[src/rtl/tx_pkg.sv]
// Shared constants and types for the TX IQ pair source.
// Pair word layout: [11:0] I, [23:12] Q. Three host bytes make one pair.
package tx_pkg;

  localparam int          IQ_PAIR_WIDTH  = 24;
  localparam int          BYTES_PER_PAIR = 3;
  localparam logic [11:0] TONE_Q_OFFSET  = 12'h400;

  typedef enum logic [1:0] {
    PK_B0 = 2'd0,
    PK_B1 = 2'd1,
    PK_B2 = 2'd2
  } pk_state_t;

  typedef struct packed {
    logic [11:0] q;
    logic [11:0] i;
  } iq_pair_t;

  // Q leads I by a quarter turn of the 12-bit phase wheel.
  function automatic iq_pair_t tone_pair(input logic [11:0] phase);
    iq_pair_t p;
    p.i = phase;
    p.q = phase + TONE_Q_OFFSET;
    return p;
  endfunction

endpackage

[src/rtl/tx_pair_source_if.sv]
// Host byte stream in, AFE pair-word pop interface out.
// master = host/AFE side, slave = tx_pair_source.
interface tx_pair_source_if;
  import tx_pkg::*;

  logic [7:0]               in_data;
  logic                     in_valid;
  logic                     in_ready;
  logic                     tx_fifo_req;
  logic [IQ_PAIR_WIDTH-1:0] tx_fifo_data;
  logic                     tx_fifo_empty;

  modport master (
    output in_data, in_valid, tx_fifo_req,
    input  in_ready, tx_fifo_data, tx_fifo_empty
  );

  modport slave (
    input  in_data, in_valid, tx_fifo_req,
    output in_ready, tx_fifo_data, tx_fifo_empty
  );

endinterface

[src/rtl/tx_pair_fifo.sv]
// Show-ahead pair FIFO: write visible at head one cycle later, pop advances head same edge.
// Backpressure: push ignored when full, pop ignored when empty; clr wins over both.
module tx_pair_fifo #(
  parameter int DEPTH_LOG2 = 4,
  parameter int WIDTH      = 24
) (
  input  logic                  tx_fifo_clk,
  input  logic                  reset_n,
  input  logic                  clr,
  input  logic                  push,
  input  logic [WIDTH-1:0]      push_dat,
  input  logic                  pop,
  output logic [WIDTH-1:0]      head_dat,
  output logic [DEPTH_LOG2:0]   level,
  output logic                  full,
  output logic                  empty
);

  localparam int                  DEPTH     = 1 << DEPTH_LOG2;
  localparam logic [DEPTH_LOG2:0] DEPTH_LVL = (DEPTH_LOG2 + 1)'(DEPTH);

  logic [WIDTH-1:0]      mem_q [DEPTH];
  logic [WIDTH-1:0]      mem_d [DEPTH];
  logic [DEPTH_LOG2-1:0] wr_ptr_q, wr_ptr_d;
  logic [DEPTH_LOG2-1:0] rd_ptr_q, rd_ptr_d;
  logic [DEPTH_LOG2:0]   level_q, level_d;
  logic                  do_push;
  logic                  do_pop;

  assign full     = (level_q == DEPTH_LVL);
  assign empty    = (level_q == '0);
  assign level    = level_q;
  assign head_dat = mem_q[rd_ptr_q];

  assign do_push = push & ~full & ~clr;
  assign do_pop  = pop & ~empty & ~clr;

  always_comb begin
    mem_d    = mem_q;
    wr_ptr_d = wr_ptr_q;
    rd_ptr_d = rd_ptr_q;
    level_d  = level_q;
    if (clr) begin
      // Storage contents are left alone; only occupancy is discarded.
      wr_ptr_d = '0;
      rd_ptr_d = '0;
      level_d  = '0;
    end else begin
      if (do_push) begin
        mem_d[wr_ptr_q] = push_dat;
        wr_ptr_d        = wr_ptr_q + 1'b1;
      end
      if (do_pop) begin
        rd_ptr_d = rd_ptr_q + 1'b1;
      end
      level_d = level_q + (DEPTH_LOG2 + 1)'(do_push) - (DEPTH_LOG2 + 1)'(do_pop);
    end
  end

  always_ff @(posedge tx_fifo_clk or negedge reset_n) begin
    if (!reset_n) begin
      for (int i = 0; i < DEPTH; i++) begin
        mem_q[i] <= '0;
      end
      wr_ptr_q <= '0;
      rd_ptr_q <= '0;
      level_q  <= '0;
    end else begin
      mem_q    <= mem_d;
      wr_ptr_q <= wr_ptr_d;
      rd_ptr_q <= rd_ptr_d;
      level_q  <= level_d;
    end
  end

endmodule

[src/rtl/tx_pair_source.sv]
// Packs host bytes into 24-bit IQ pairs for the AFE TX stage, with a test-tone override.
// Latency: a completed pair is visible one cycle later; in_ready depends only on registered level.
module tx_pair_source #(
  parameter int DEPTH_LOG2    = 4,
  parameter int IQ_PAIR_WIDTH = 24
) (
  input  logic                tx_fifo_clk,
  input  logic                reset_n,
  tx_pair_source_if.slave     bus,
  input  logic                flush,
  input  logic                tone_en,
  input  logic [11:0]         tone_step,
  output logic [DEPTH_LOG2:0] level,
  output logic [15:0]         starve_cnt
);
  import tx_pkg::*;

  pk_state_t                  pk_state_q, pk_state_d;
  logic [7:0]                 b0_q, b0_d;
  logic [7:0]                 b1_q, b1_d;
  logic [11:0]                phase_q, phase_d;
  logic [15:0]                starve_q, starve_d;

  logic                       accept;
  logic                       push;
  logic                       pop;
  logic [BYTES_PER_PAIR*8-1:0] pack_word;
  logic [IQ_PAIR_WIDTH-1:0]   head_dat;
  logic                       fifo_full;
  logic                       fifo_empty;
  iq_pair_t                   tone_word;

  assign bus.in_ready = ~fifo_full;
  assign accept       = bus.in_valid & ~fifo_full;
  assign pack_word    = {bus.in_data, b1_q, b0_q};
  assign pop          = bus.tx_fifo_req & ~tone_en;

  always_comb begin
    pk_state_d = pk_state_q;
    b0_d       = b0_q;
    b1_d       = b1_q;
    phase_d    = phase_q;
    starve_d   = starve_q;
    push       = 1'b0;
    if (flush) begin
      pk_state_d = PK_B0;
      phase_d    = '0;
    end else begin
      if (accept) begin
        unique case (pk_state_q)
          PK_B0: begin
            b0_d       = bus.in_data;
            pk_state_d = PK_B1;
          end
          PK_B1: begin
            b1_d       = bus.in_data;
            pk_state_d = PK_B2;
          end
          PK_B2: begin
            push       = 1'b1;
            pk_state_d = PK_B0;
          end
          default: pk_state_d = PK_B0;
        endcase
      end
      if (tone_en && bus.tx_fifo_req) begin
        phase_d = phase_q + tone_step;
      end
    end
    // Starvation is independent of flush: it tracks what the AFE saw this cycle.
    if (!tone_en && fifo_empty && (starve_q != 16'hFFFF)) begin
      starve_d = starve_q + 16'd1;
    end
  end

  always_ff @(posedge tx_fifo_clk or negedge reset_n) begin
    if (!reset_n) begin
      pk_state_q <= PK_B0;
      b0_q       <= '0;
      b1_q       <= '0;
      phase_q    <= '0;
      starve_q   <= '0;
    end else begin
      pk_state_q <= pk_state_d;
      b0_q       <= b0_d;
      b1_q       <= b1_d;
      phase_q    <= phase_d;
      starve_q   <= starve_d;
    end
  end

  tx_pair_fifo #(
    .DEPTH_LOG2 (DEPTH_LOG2),
    .WIDTH      (IQ_PAIR_WIDTH)
  ) u_fifo (
    .tx_fifo_clk (tx_fifo_clk),
    .reset_n     (reset_n),
    .clr         (flush),
    .push        (push),
    .push_dat    (pack_word),
    .pop         (pop),
    .head_dat    (head_dat),
    .level       (level),
    .full        (fifo_full),
    .empty       (fifo_empty)
  );

  assign tone_word         = tone_pair(phase_q);
  assign bus.tx_fifo_data  = tone_en ? tone_word : head_dat;
  assign bus.tx_fifo_empty = ~tone_en & fifo_empty;
  assign starve_cnt        = starve_q;

endmodule

[src/flat_wrapper.sv]
// flat-port wrapper written by rule: the top's interface ports become plain ports
module tx_pair_source_flat import tx_pkg::*;
#(
  parameter int DEPTH_LOG2    = 4,
  parameter int IQ_PAIR_WIDTH = 24
)
  (tx_fifo_clk, reset_n, flush, tone_en, tone_step, level, starve_cnt, bus_in_data, bus_in_valid, bus_tx_fifo_req, bus_in_ready, bus_tx_fifo_data, bus_tx_fifo_empty);
  tx_pair_source_if bus_i ();
  input  logic tx_fifo_clk;
  input  logic reset_n;
  input  logic flush;
  input  logic tone_en;
  input  logic [11:0] tone_step;
  output logic [DEPTH_LOG2:0] level;
  output logic [15:0] starve_cnt;
  input wire logic [$bits(bus_i.in_data)-1:0] bus_in_data;
  input wire logic [$bits(bus_i.in_valid)-1:0] bus_in_valid;
  input wire logic [$bits(bus_i.tx_fifo_req)-1:0] bus_tx_fifo_req;
  output wire logic [$bits(bus_i.in_ready)-1:0] bus_in_ready;
  output wire logic [$bits(bus_i.tx_fifo_data)-1:0] bus_tx_fifo_data;
  output wire logic [$bits(bus_i.tx_fifo_empty)-1:0] bus_tx_fifo_empty;
  assign bus_i.in_data = bus_in_data;
  assign bus_i.in_valid = bus_in_valid;
  assign bus_i.tx_fifo_req = bus_tx_fifo_req;
  assign bus_in_ready = bus_i.in_ready;
  assign bus_tx_fifo_data = bus_i.tx_fifo_data;
  assign bus_tx_fifo_empty = bus_i.tx_fifo_empty;
  tx_pair_source #(.DEPTH_LOG2(DEPTH_LOG2), .IQ_PAIR_WIDTH(IQ_PAIR_WIDTH)) u_core (.tx_fifo_clk(tx_fifo_clk), .reset_n(reset_n), .bus(bus_i), .flush(flush), .tone_en(tone_en), .tone_step(tone_step), .level(level), .starve_cnt(starve_cnt));
endmodule
[config.mk]
export PLATFORM = sky130hd
export DESIGN_NAME = tx_pair_source_flat
export DESIGN_NICKNAME = d
export VERILOG_FILES = /design/src/rtl/tx_pkg.sv /design/src/rtl/tx_pair_source_if.sv /design/src/rtl/tx_pair_fifo.sv /design/src/rtl/tx_pair_source.sv /design/src/flat_wrapper.sv
export SDC_FILE = /design/constraint.sdc
export NUM_CORES = 1
export LEC_CHECK = 0
export BUFFER_PORTS_ARGS = -buffer_cell sky130_fd_sc_hd__buf_4
export CORE_MARGIN = 4
export CORE_UTILIZATION = 45
export DETAILED_ROUTE_END_ITERATION = 10
export GPL_TIMING_DRIVEN = 0
export MAX_ROUTING_LAYER = met4
export REMOVE_ABC_BUFFERS = 1
export SYNTH_ARGS = -nofsm -noshare
export SYNTH_HDL_FRONTEND = slang
export SYNTH_HIERARCHICAL = 1
export SYNTH_SLANG_ARGS = --single-unit
[constraint.sdc]
create_clock -name tx_fifo_clk -period 8.7 [get_ports tx_fifo_clk]
set_input_delay 0 -clock tx_fifo_clk [delete_from_list [all_inputs] [get_ports tx_fifo_clk]]
set_output_delay 0 -clock tx_fifo_clk [all_outputs]
set_load 0.03 [all_outputs]
Yosys cells after proc, flatten, opt, wreduce, memory -nomap -nowiden. Index checks and enable logic that the tools add are counted.

Flip-flop bits (word level): 443. Input port bits: 26. Output and inout port bits: 47. Word-level logic and storage cells: 85.

Add/sub/neg operators: 7. Order comparisons: 3. Equality and inequality tests: 4. Muxes and demuxes: 20. Bitwise gates (word level): 13. Reductions and logical operators: 14.

Operator list (number): $bwmux 384 (1); $bmux 24 s4 (1); $demux 24 s4 (1); $mux 24 (4); $mux 12 (2); $add 16x1->16 const B (1); $mux 4 (4); $ne 16x16->1 const B (1); $add 12x11->12 const B (1); $add 12x12->12 (1); $ge 5x5->1 const B (2); $not 4->5 (2); $add 4x1->4 const B (2); $reduce_bool 2->1 (4); $and 1x1->1 (7); $reduce_and 3->1 (2); $add 5x1->5 (1); $eq 5x5->1 const B (1); $logic_not 5->1 (1); $lt 5x1->1 const B (1); $mux 5 (1); $sub 5x1->5 (1); $logic_and 1x1->1 (4); $mux 2 (2); 8 further kinds (13).

Logic depth before layout (Yosys ltp). Gate-level depths: netlist of the first run.

Depth after elaboration: 10. Mapped depth: 20. Gate-level depth less buffers: 18.

By module. Netlist of the first run, hierarchy kept.

By module, submodules not included: tx_pair_fifo (instances 1, cells each 1236, area each 18362.6 µm²); tx_pair_source (instances 1, cells each 295, area each 2787.7 µm²).

Least setup slack after synthesis of the first run. Ideal clock, no wire load.

Path kind: register -> register. Start point: register u_core.u_fifo.level_q[2] (netlist: u_core/u_fifo/level[2]). End point: register u_core.u_fifo.level_q[4] (netlist: u_core/u_fifo/level[4]). Arrival: 3573 ps. Data required time: 8573 ps. Path slack: 5001 ps. Cell stages (with the launch flop): 21. Path buffers: 2. Path through: dfrtp_1 -> inv_1 -> ha_1 -> nand4bb_2 -> inv_1 -> inv_1 -> nand2_1 -> nor4b_1 -> and2_1 -> buf_6 -> buf_8 -> nand2b_1 -> ha_1 -> inv_1 -> ha_1 -> inv_1 -> fa_1 -> nor2b_1 -> o21bai_1 -> a21oi_1 -> nor3b_1.

Longest elaborated chain between the ends: 10. Elaborated cells on any way between the ends: 14. Classes of those cells: 2 x add/sub; 1 x eq/ne; 3 x mux; 7 x bitwise; 1 x reduce/logical.

Ends and longest elaborated chain: start: declaration (line tx_pair_fifo.sv:26) `logic [DEPTH_LOG2:0] level_q, level_d;`; start signal: assignment (line tx_pair_fifo.sv:72) `level_q <= level_d;`; $eq 5x5->1 (line tx_pair_fifo.sv:30) `assign full = (level_q == DEPTH_LVL);`; net u_core.fifo_full (line tx_pair_source.sv:29) `logic fifo_full;`; $not 1->1; net bus_in_ready (line flat_wrapper.sv:19) `output wire logic [$bits(bus_i.in_ready)-1:0] bus_in_ready;`; $and 1x1->1 (line tx_pair_source.sv:34) `assign accept = bus.in_valid & ~fifo_full;`; $mux 1 (line tx_pair_source.sv:49) `if (accept) begin`; $mux 1 (line tx_pair_source.sv:45) `if (flush) begin`; net u_core.push (line tx_pair_source.sv:25) `logic push;`; $and 1x1->1 (2 in series) (line tx_pair_fifo.sv:35) `assign do_push = push & ~full & ~clr;`; $add 5x1->5 (line tx_pair_fifo.sv:56) `level_d = level_q + (DEPTH_LOG2 + 1)'(do_push) - (DEPTH_LOG2 + 1)'(do_pop);`; $sub 5x1->5 (line tx_pair_fifo.sv:56); $mux 5 (line tx_pair_fifo.sv:43) `if (clr) begin`; net u_core.u_fifo.level_d[4] (line tx_pair_fifo.sv:26).

The timed path passes the listed nets, and every way through them passes these cells. A chain may end at the register's enable or synchronous reset.

Worst setup path after layout of the first run.
Start point: register u_core.u_fifo.level_q[3] (netlist: u_core/u_fifo/level[3]). End point: register u_core/u_fifo/mem_q[318] in the netlist's numbering.

Longest elaborated chain between the ends: 8.

Ends and longest elaborated chain: $eq 5x5->1 (line tx_pair_fifo.sv:30); net u_core.fifo_full (line tx_pair_source.sv:29); $not 1->1 (line tx_pair_source.sv:34); $and 1x1->1 (line tx_pair_source.sv:34); $mux 1 (line tx_pair_source.sv:49); $mux 1 (line tx_pair_source.sv:45); net u_core.push (line tx_pair_source.sv:25); $and 1x1->1 (2 in series) (line tx_pair_fifo.sv:35); $reduce_and 2->1 (no line); end signal: assignment (line tx_pair_fifo.sv:69) `mem_q <= mem_d;`; end: declaration (line tx_pair_fifo.sv:22) `logic [WIDTH-1:0] mem_q [DEPTH];`.

The timed path passes the listed nets, and every way through them passes these cells.

==> out/metrics.csv, run 1 <==
stage;metric;value;unit
sta;finalHoldViolCount;0;
synth;netlist_area;0.02115;mm2
floorplan;top_level_ports;73;
floorplan;die_h;224.8;um
synth;average_footprint_of_a_synthesized_cell;13.81;um2
synth;ys_async_sr_fraction;1.000;
sta;finalSetupViolCount;0;
global_route;first_global_vias;13348;
clocking;numCtsBuffers;49;
sta;max_freq;0.2077;GHz
worst_setup_path;cp.arrival;5.27;ns
detailed_routing;initial_drt_markers;888;
pwr;p_total;0.005221;W
clocking;clock_latency;0.59;ns
detailed_routing;top_layer_used;met4;
synth;synth-edff-count;0;
clocking;h-tree-depth;2;
clocking;postCtsHoldBufs;24;
synth;synth_flop_cell;sky130_fd_sc_hd__dfrtp_1;
final_layout;fillers;3987;
synth;post_synth_mux_area_share;0.3121;
floorplan;die_w;224.8;um
sta;rsz0062_at_grt;no;
pwr;powerDensity;217.0;mW/mm2
worst_setup_path;timing.critical_path.to_type;register;
worst_setup_path;crit_fanout;24;
clocking;postCtsSetupRepairBufs;0;
detailed_routing;avgRoutedWirePerCell;24.54;um
placed_design;globalplace.congestion;0.7528;
worst_setup_path;required;9.15;ns
sta;worst_slew_pin_slew;1.447;ns
floorplan;core-area;0.04646;mm2
final_layout;finish.net_count;1628;
clocking;cts_sinks;443;
min_path;min-delay-path-class;in -> reg;
synth;synth.lib_cells_used.distinct;62;
final_layout;number_of_cells_in_the_finished_layout_apart_from_fillers;2220;
placed_design;dp_cells;2109;
synth;yosys.area_share.adder;0.01550;
synth;postSynthRegisterBits;443;
worst_setup_path;critPathKind;reg -> reg;
floorplan;fp.dieArea;0.05053;mm2
global_route;grt_use_total;0.2218;
clocking;cts_max_path_buffers;3;
synth;seq_area_frac_synth;0.5241;
worst_setup_path;crit_chain;inv_1 > ha_1 > nand4bb_2 > inv_1 > inv_1 > nand2_1 > nor4b_1 > and2_1 > nand3_2 > mux2_2;
final_layout;postLayoutCoreUtil;0.5179;
detailed_routing;postRouteAntennaNets;0;
synth;postSynthCellCount;1531;
synth;yosys.area_share.simple;0.04780;
detailed_routing;detail_route.vias_per_cell;5.914;
clocking;cts_tree;done;
detailed_routing;remaining_drc_errors;0;
worst_setup_path;startpoint_type;register;
pwr;leakage;11.50;nW
clocking;ctsRootBufferMaster;sky130_fd_sc_hd__clkbuf_16;
worst_setup_path;cp_num_buf_inv;3;
detailed_routing;drtPass1Iterations;7;
worst_setup_path;crit_family;simple AND/OR/NAND/NOR gates;
synth;yosysWarnings;6;
detailed_routing;num_vias;13130;
floorplan;std_cell_rows;79;
synth;yosys.area_share.xor_xnor;0.01201;
final_layout;insertedDiodeCount;0;
final_layout;drive_gt1_frac;0.3968;
clocking;cts_repair_resize_count;0;
detailed_routing;met1Wirelength;26190;um
global_route;first_pass_grt_wire_length;82910;um
detailed_routing;route.met3.wl;2575;um
final_layout;area_growth;13.75;%
sta;max-slew-margin-rel;0.03426;
detailed_routing;detailroute.wirelength.met2;24490;um
synth;dominant_combinational_cell_family_by_area_after_synthesis;multiplexers;
worst_setup_path;path_common_cell;sky130_fd_sc_hd__inv_1;
detailed_routing;wirelength;54490;um
synth;compound_cell_area_share_of_the_yosys_netlist;0.05478;
clocking;clkSlewWorstSetupHoldPaths;0.06;ns
global_route;gr-total-overflow;0;
sta;clock_skew;0.01747;ns
job;cap_viol_max_count;0;
global_route;largest_net_degree_at_the_start_of_global_routing;107;
worst_setup_path;crit_slowest_cell;sky130_fd_sc_hd__nand3_2;
status;status;completed;
sta;final_max_slew_viol_count;0;
placed_design;detailedPlacementHpwl;29480;um
worst_setup_path;max_stage_delay;1.40;ns
floorplan;initial_cell_density_of_the_core;0.4553;
pwr;vdd_ir_drop_max;0.1376;mV
global_route;grt_antenna_before_repair;0;
placed_design;port-buffer-count;72;
sta;final_period_minus_worst_setup_slack;4.814;ns
sta;final.period_utilization;0.5533;
[metrics by stage]
| step | worst slack (ns) | area (um2) | setup TNS (ns) | hold slack [ns] |
|---|---|---|---|---|
| floorplan | 2.226 | 20580 | 0 | -0.2956 |
| global placement | -0.5679 | 21880 | -7.020 | 0.3472 |
| detailed placement | 4.022 | 22180 | 0 | -0.08612 |
| CTS | 4.010 | 24060 | 0 | 0.003406 |
| global route | 3.748 | 24060 | 0 | 0.06189 |
| finish | 3.886 | 24060 | 0 | 0.04727 |
[per-layer routing]
layer	global-route usage	vias up
li1	-	5753
met1	0.3275	6965
met2	0.3262	334
met3	0.02950	78
met4	0.05949	0
met5	-	-
[state kept, by name (all words and copies together), names as in the netlist]
| name | cells |
|---|---|
| u_core/u_fifo/mem_q | 384 |
| u_core/starve_cnt | 16 |
| u_core/phase_q | 12 |
| u_core/b0_q | 8 |
| u_core/b1_q | 8 |
| u_core/u_fifo/level | 5 |
| u_core/u_fifo/rd_ptr_q | 4 |
| u_core/u_fifo/wr_ptr_q | 4 |
| u_core/pk_state_q | 2 |
[layout make-up]
| cell class | instances | area [um2] | area share |
|---|---|---|---|
| inverter | 37 | 138.9 | 0.005773 |
| tap | 607 | 759.5 | 0.03157 |
| clock buffer | 76 | 1480 | 0.06152 |
| clock inverter | 11 | 140.1 | 0.005825 |
| timing repair buffer | 107 | 1079 | 0.04483 |
| multi-input combinational | 939 | 9365 | 0.3893 |
| sequential | 443 | 11100 | 0.4612 |
[tightest hold or removal path: stages]
cell and delay [ns]:
sky130_fd_sc_hd__buf_4 0.11, sky130_fd_sc_hd__ha_1 0.26, sky130_fd_sc_hd__or4_1 0.15, sky130_fd_sc_hd__nand3_1 0.06
[cells by family (layout without fill, tap and decap cells)]
| group | count (synthesis) | in the layout |
|---|---|---|
| AOI/OAI and AO/OA | 166 | 166 |
| xor gates and xnor gates | 29 | 29 |
| adders and majority gates | 25 | 25 |
| buffers and inverters | 149 | 231 |
| DFF | 443 | 443 |
| muxes | 549 | 549 |
| and+or+nand+nor | 170 | 170 |
[synth_stat cells, drive strengths merged, types with 4 or more instances]
cell	n	area (um2)
mux2	403	4538
ha	23	287.8
xnor2	15	131.4
nor2b	9	56.30
nand2	67	256.5
clkbuf	51	191.4
xor2	14	122.6
dfrtp	443	11090
a22oi	24	180.2
mux2i	98	980.9
nand4	4	25.02
and2	5	31.28
nand3	29	250.3
o21ai	50	250.2
mux4	48	1081
nor2	17	63.81
nor3b	6	61.31
a21oi	23	115.1
and3	10	66.31
a21o	4	30.03
inv	37	138.9
buf	61	382.9
a221oi	49	435.4
[where the power goes]
group          switching, W  internal [W]  total [W]
clock network      0.000837       0.00125    0.00209
registers          0.000237       0.00215    0.00239
logic              0.000400      0.000341   0.000740
total               0.00147       0.00375    0.00522
[worst paths after layout]
path	startpoint	end	slack [ns]	cells past startpoint
setup / recovery	u_core/u_fifo/level[3]	u_core/u_fifo/mem_q[318]	3.89	10
hold / removal	tone_step[7]	u_core/phase_q[7]	0.05	4
setup reg to reg	u_core/u_fifo/level[3]	u_core/u_fifo/mem_q[318]	3.89	10
hold reg to reg	u_core/u_fifo/mem_q[220]	u_core/u_fifo/mem_q[220]	0.49	1
max in group asynchronous	reset_n	u_core/u_fifo/mem_q[319]	6.71	6
min in group asynchronous	reset_n	u_core/u_fifo/mem_q[349]	0.50	4
[placed cells by master (no fill, tap or decap), types with 11 or more instances in the layout]
cell type,Yosys,layout
sky130_fd_sc_hd__dfrtp_1,443,439
sky130_fd_sc_hd__buf_4,10,71
sky130_fd_sc_hd__nor2_1,17,17
sky130_fd_sc_hd__xnor2_1,15,15
sky130_fd_sc_hd__nand3_2,11,12
sky130_fd_sc_hd__o21ai_0,48,48
sky130_fd_sc_hd__mux2i_1,98,98
sky130_fd_sc_hd__ha_1,23,23
sky130_fd_sc_hd__a221oi_1,48,48
sky130_fd_sc_hd__a22oi_1,24,24
sky130_fd_sc_hd__mux2_2,397,397
sky130_fd_sc_hd__clkbuf_1,51,14
sky130_fd_sc_hd__nand2_1,65,65
sky130_fd_sc_hd__dlygate4sd3_1,0,23
sky130_fd_sc_hd__mux4_2,48,48
sky130_fd_sc_hd__clkbuf_8,0,11
sky130_fd_sc_hd__inv_1,37,36
sky130_fd_sc_hd__clkbuf_16,0,51
sky130_fd_sc_hd__xor2_1,14,14
sky130_fd_sc_hd__nand3_1,14,13
sky130_fd_sc_hd__a21oi_1,23,23
(Power assumes the default switching activity.)
==> inputs of run 2 (changes only) <==
==> constraint.sdc (replaced) <==
create_clock -name tx_fifo_clk -period 4.6 [get_ports tx_fifo_clk]
set_input_delay 0 -clock tx_fifo_clk [delete_from_list [all_inputs] [get_ports tx_fifo_clk]]
set_output_delay 0 -clock tx_fifo_clk [all_outputs]
set_load 0.03 [all_outputs]
==> run 2 against run 1 <==
Compared with the run above: core utilization is essentially flat; critical path depth is the same; routed wire length shrank 0.33%; clock skew shrank 0.0013 ns; combinational power grew 89%; non-clock buffer count is the same; first-iteration DRC count grew 2.9%; sequential power grew 89%; flip-flop and latch count is the same; highest routed layer unchanged; clock power grew 89%; via count shrank 0.14%; setup slack lost 3.6 ns.
==> out/metrics.csv, run 2 (synthesized netlist as in run 1, its figures left out) <==
stage;metric;value;unit
status;status;completed;
sta;worst_slew_pin_slew;1.385;ns
final_layout;largest_register_ffs;384;
pwr;power.internal;0.007088;W
final_layout;multi_input_comb_area;0.009374;mm2
floorplan;die_h;224.8;um
placed_design;globalplace.congestion;0.7528;
worst_setup_path;reg2reg_depth;10;
sta;clock_skew;0.01616;ns
sta;max_freq;0.2343;GHz
detailed_routing;initial_drt_markers;914;
final_layout;number_of_cells_in_the_finished_layout_apart_from_fillers;2220;
floorplan;fp.dieArea;0.05053;mm2
placed_design;detailedPlacementHpwl;29480;um
global_route;first_pass_grt_wire_length;82910;um
clocking;clkSlewWorstSetupHoldPaths;0.06;ns
global_route;first_global_vias;13348;
sta;max-slew-margin-rel;0.07528;
final_layout;drive_gt1_frac;0.3974;
floorplan;top_level_ports;73;
final_layout;highest_count_cells_in_the_layout_ignoring_fill_and_taps;sky130_fd_sc_hd__dfrtp_1, sky130_fd_sc_hd__mux2_2, sky130_fd_sc_hd__mux2i_1;
worst_setup_path;cp.arrival;4.72;ns
global_route;grt.busiest_layer;met1;
sta;final_max_slew_viol_count;0;
worst_setup_path;max_stage_delay;1.21;ns
sta;final.period_utilization;0.9280;
final_layout;area_growth;13.79;%
final_layout;insertedDiodeCount;0;
clocking;ctsRootBufferMaster;sky130_fd_sc_hd__clkbuf_16;
global_route;use_met3;0.02950;
pwr;share_seq_of_total_power;0.458;
floorplan;std_cell_rows;79;
worst_setup_path;critPathKind;reg -> reg;
worst_setup_path;crit_slowest_cell;sky130_fd_sc_hd__nand3_2;
clocking;cts_tree;done;
global_route;largest_net_degree_at_the_start_of_global_routing;107;
clocking;clock_latency;0.58;ns
worst_setup_path;path_common_cell;sky130_fd_sc_hd__inv_1;
floorplan;initial_cell_density_of_the_core;0.4553;
worst_setup_path;startpoint_type;register;
pwr;vdd_ir_drop_max;0.2596;mV
detailed_routing;detail_route.vias_per_cell;5.906;
clocking;numCtsBuffers;49;
pwr;pwr-share-clk;0.400;
clocking;cts_sinks;443;
global_route;gr-total-overflow;0;
final_layout;fillers;3986;
worst_setup_path;timing.critical_path.to_type;register;
sta;setup_tns;0;ns
global_route;grt_antenna_before_repair;0;
final_layout;seqCellArea;0.01110;mm2
global_route;use_met1;0.3275;
clocking;h-tree-depth;2;
min_path;min-delay-path-class;in -> reg;
final_layout;commonest_non_fill_non_tap_cell_in_the_layout;sky130_fd_sc_hd__dfrtp_1;
detailed_routing;drtPass1Iterations;7;
placed_design;post-place-ws;-0.07830;ns
detailed_routing;wirelength;54300;um
detailed_routing;avgRoutedWirePerCell;24.46;um
clocking;cts_max_path_buffers;3;
global_route;grt_use_total;0.2218;
sta;finalSetupViolCount;0;
sta;crit_path_setup_slack_layout;0.3311;ns
detailed_routing;remaining_drc_errors;0;
placed_design;dp_cells;2109;
worst_setup_path;required;5.05;ns
pwr;powerDensity;410.1;mW/mm2
final_layout;finish.net_count;1628;
min_path;worstHoldPathCells;4;
pwr;share_comb_of_total_power;0.142;
global_route;grt.met2_usage;0.3262;
worst_setup_path;crit_fanout;24;
pwr;leakage;11.50;nW
job;cap_viol_max_count;0;
pwr;power_switching;0.002783;W
placed_design;port-buffer-count;72;
final_layout;registers.top_by_ff_count;u_core/u_fifo/mem_q;
pwr;power.switching_fraction;0.2819;
sta;final_period_minus_worst_setup_slack;4.269;ns
sta;finalHoldViolCount;0;
worst_setup_path;crit_chain;inv_1 > ha_1 > nand4bb_2 > inv_1 > inv_1 > nand2_1 > nor4b_1 > and2_2 > nand3_2 > mux2_2;
sta;rsz0062_at_grt;no;
detailed_routing;num_vias;13112;
detailed_routing;postRouteAntennaNets;0;
floorplan;die_w;224.8;um
floorplan;core-area;0.04646;mm2
==> run 2: critical path: cells and delay by family (launching register included) <==
kind / cells / cell delay, ns
simple gates: 5 / 2.62
mux: 1 / 0.69
buf+inv: 3 / 0.21
fa+ha+maj: 1 / 0.20
flops: 1 / 0.38
==> run 2: final cells by class <==
type                    count  area share
repair buffers            107     0.04481
clock inverters            11    0.005823
multi-input cells         939      0.3895
flip-flops and latches    443      0.4610
clock buffers              76     0.06150
inverters                  37    0.005771
well taps                 607     0.03156
==> run 2: final timing paths <==
check                                          from                       end  slack (ns)
setup / recovery             u_core/u_fifo/level[3]  u_core/u_fifo/mem_q[297]        0.33
hold / removal                         tone_step[7]         u_core/phase_q[7]        0.04
setup reg to reg             u_core/u_fifo/level[3]  u_core/u_fifo/mem_q[297]        0.33
hold reg to reg            u_core/u_fifo/mem_q[220]  u_core/u_fifo/mem_q[220]        0.49
max in group asynchronous                   reset_n  u_core/u_fifo/mem_q[295]        2.62
min in group asynchronous                   reset_n  u_core/u_fifo/mem_q[349]        0.51
==> run 2: per-layer routing <==
| metal | wire [um] | vias up | part of all wire |
|---|---|---|---|
| met5 | 0 | - | 0 |
| met2 | 24370 | 359 | 0.45 |
| li1 | - | 5756 | - |
| met4 | 1207 | 0 | 0.022 |
| met3 | 2790 | 78 | 0.051 |
| met1 | 25940 | 6919 | 0.48 |
==> run 2: timing repair <==
item,in CTS,in global routing
endpoints found under the hold margin,305,0
buffers inserted,0,0
endpoints found under the setup margin,77,264
gates resized for setup,0,2
hold buffers,24,0
==> run 2: power groups by stage <==
stage / sequential (W) / clock (W) / combinational (W)
floorplan: 0.00458 / 0 / 0.000852
global placement: 0.00471 / 0 / 0.00135
detailed placement: 0.00460 / 0 / 0.00139
CTS: 0.00452 / 0.00405 / 0.00142
global route: 0.00459 / 0.00419 / 0.00152
finish: 0.00452 / 0.00395 / 0.00140
==> run 2: stage by stage <==
stage	power (W)	util	cell area [um2]	hold WS [ns]
floorplan	0.005428	-	20580	-0.2956
global placement	0.006058	0.4709	21880	0.3472
detailed placement	0.005989	0.4774	22180	-0.08612
CTS	0.009989	0.5179	24060	0.003406
global route	0.01030	0.5180	24070	0.06189
finish	0.009871	0.5180	24070	0.03730
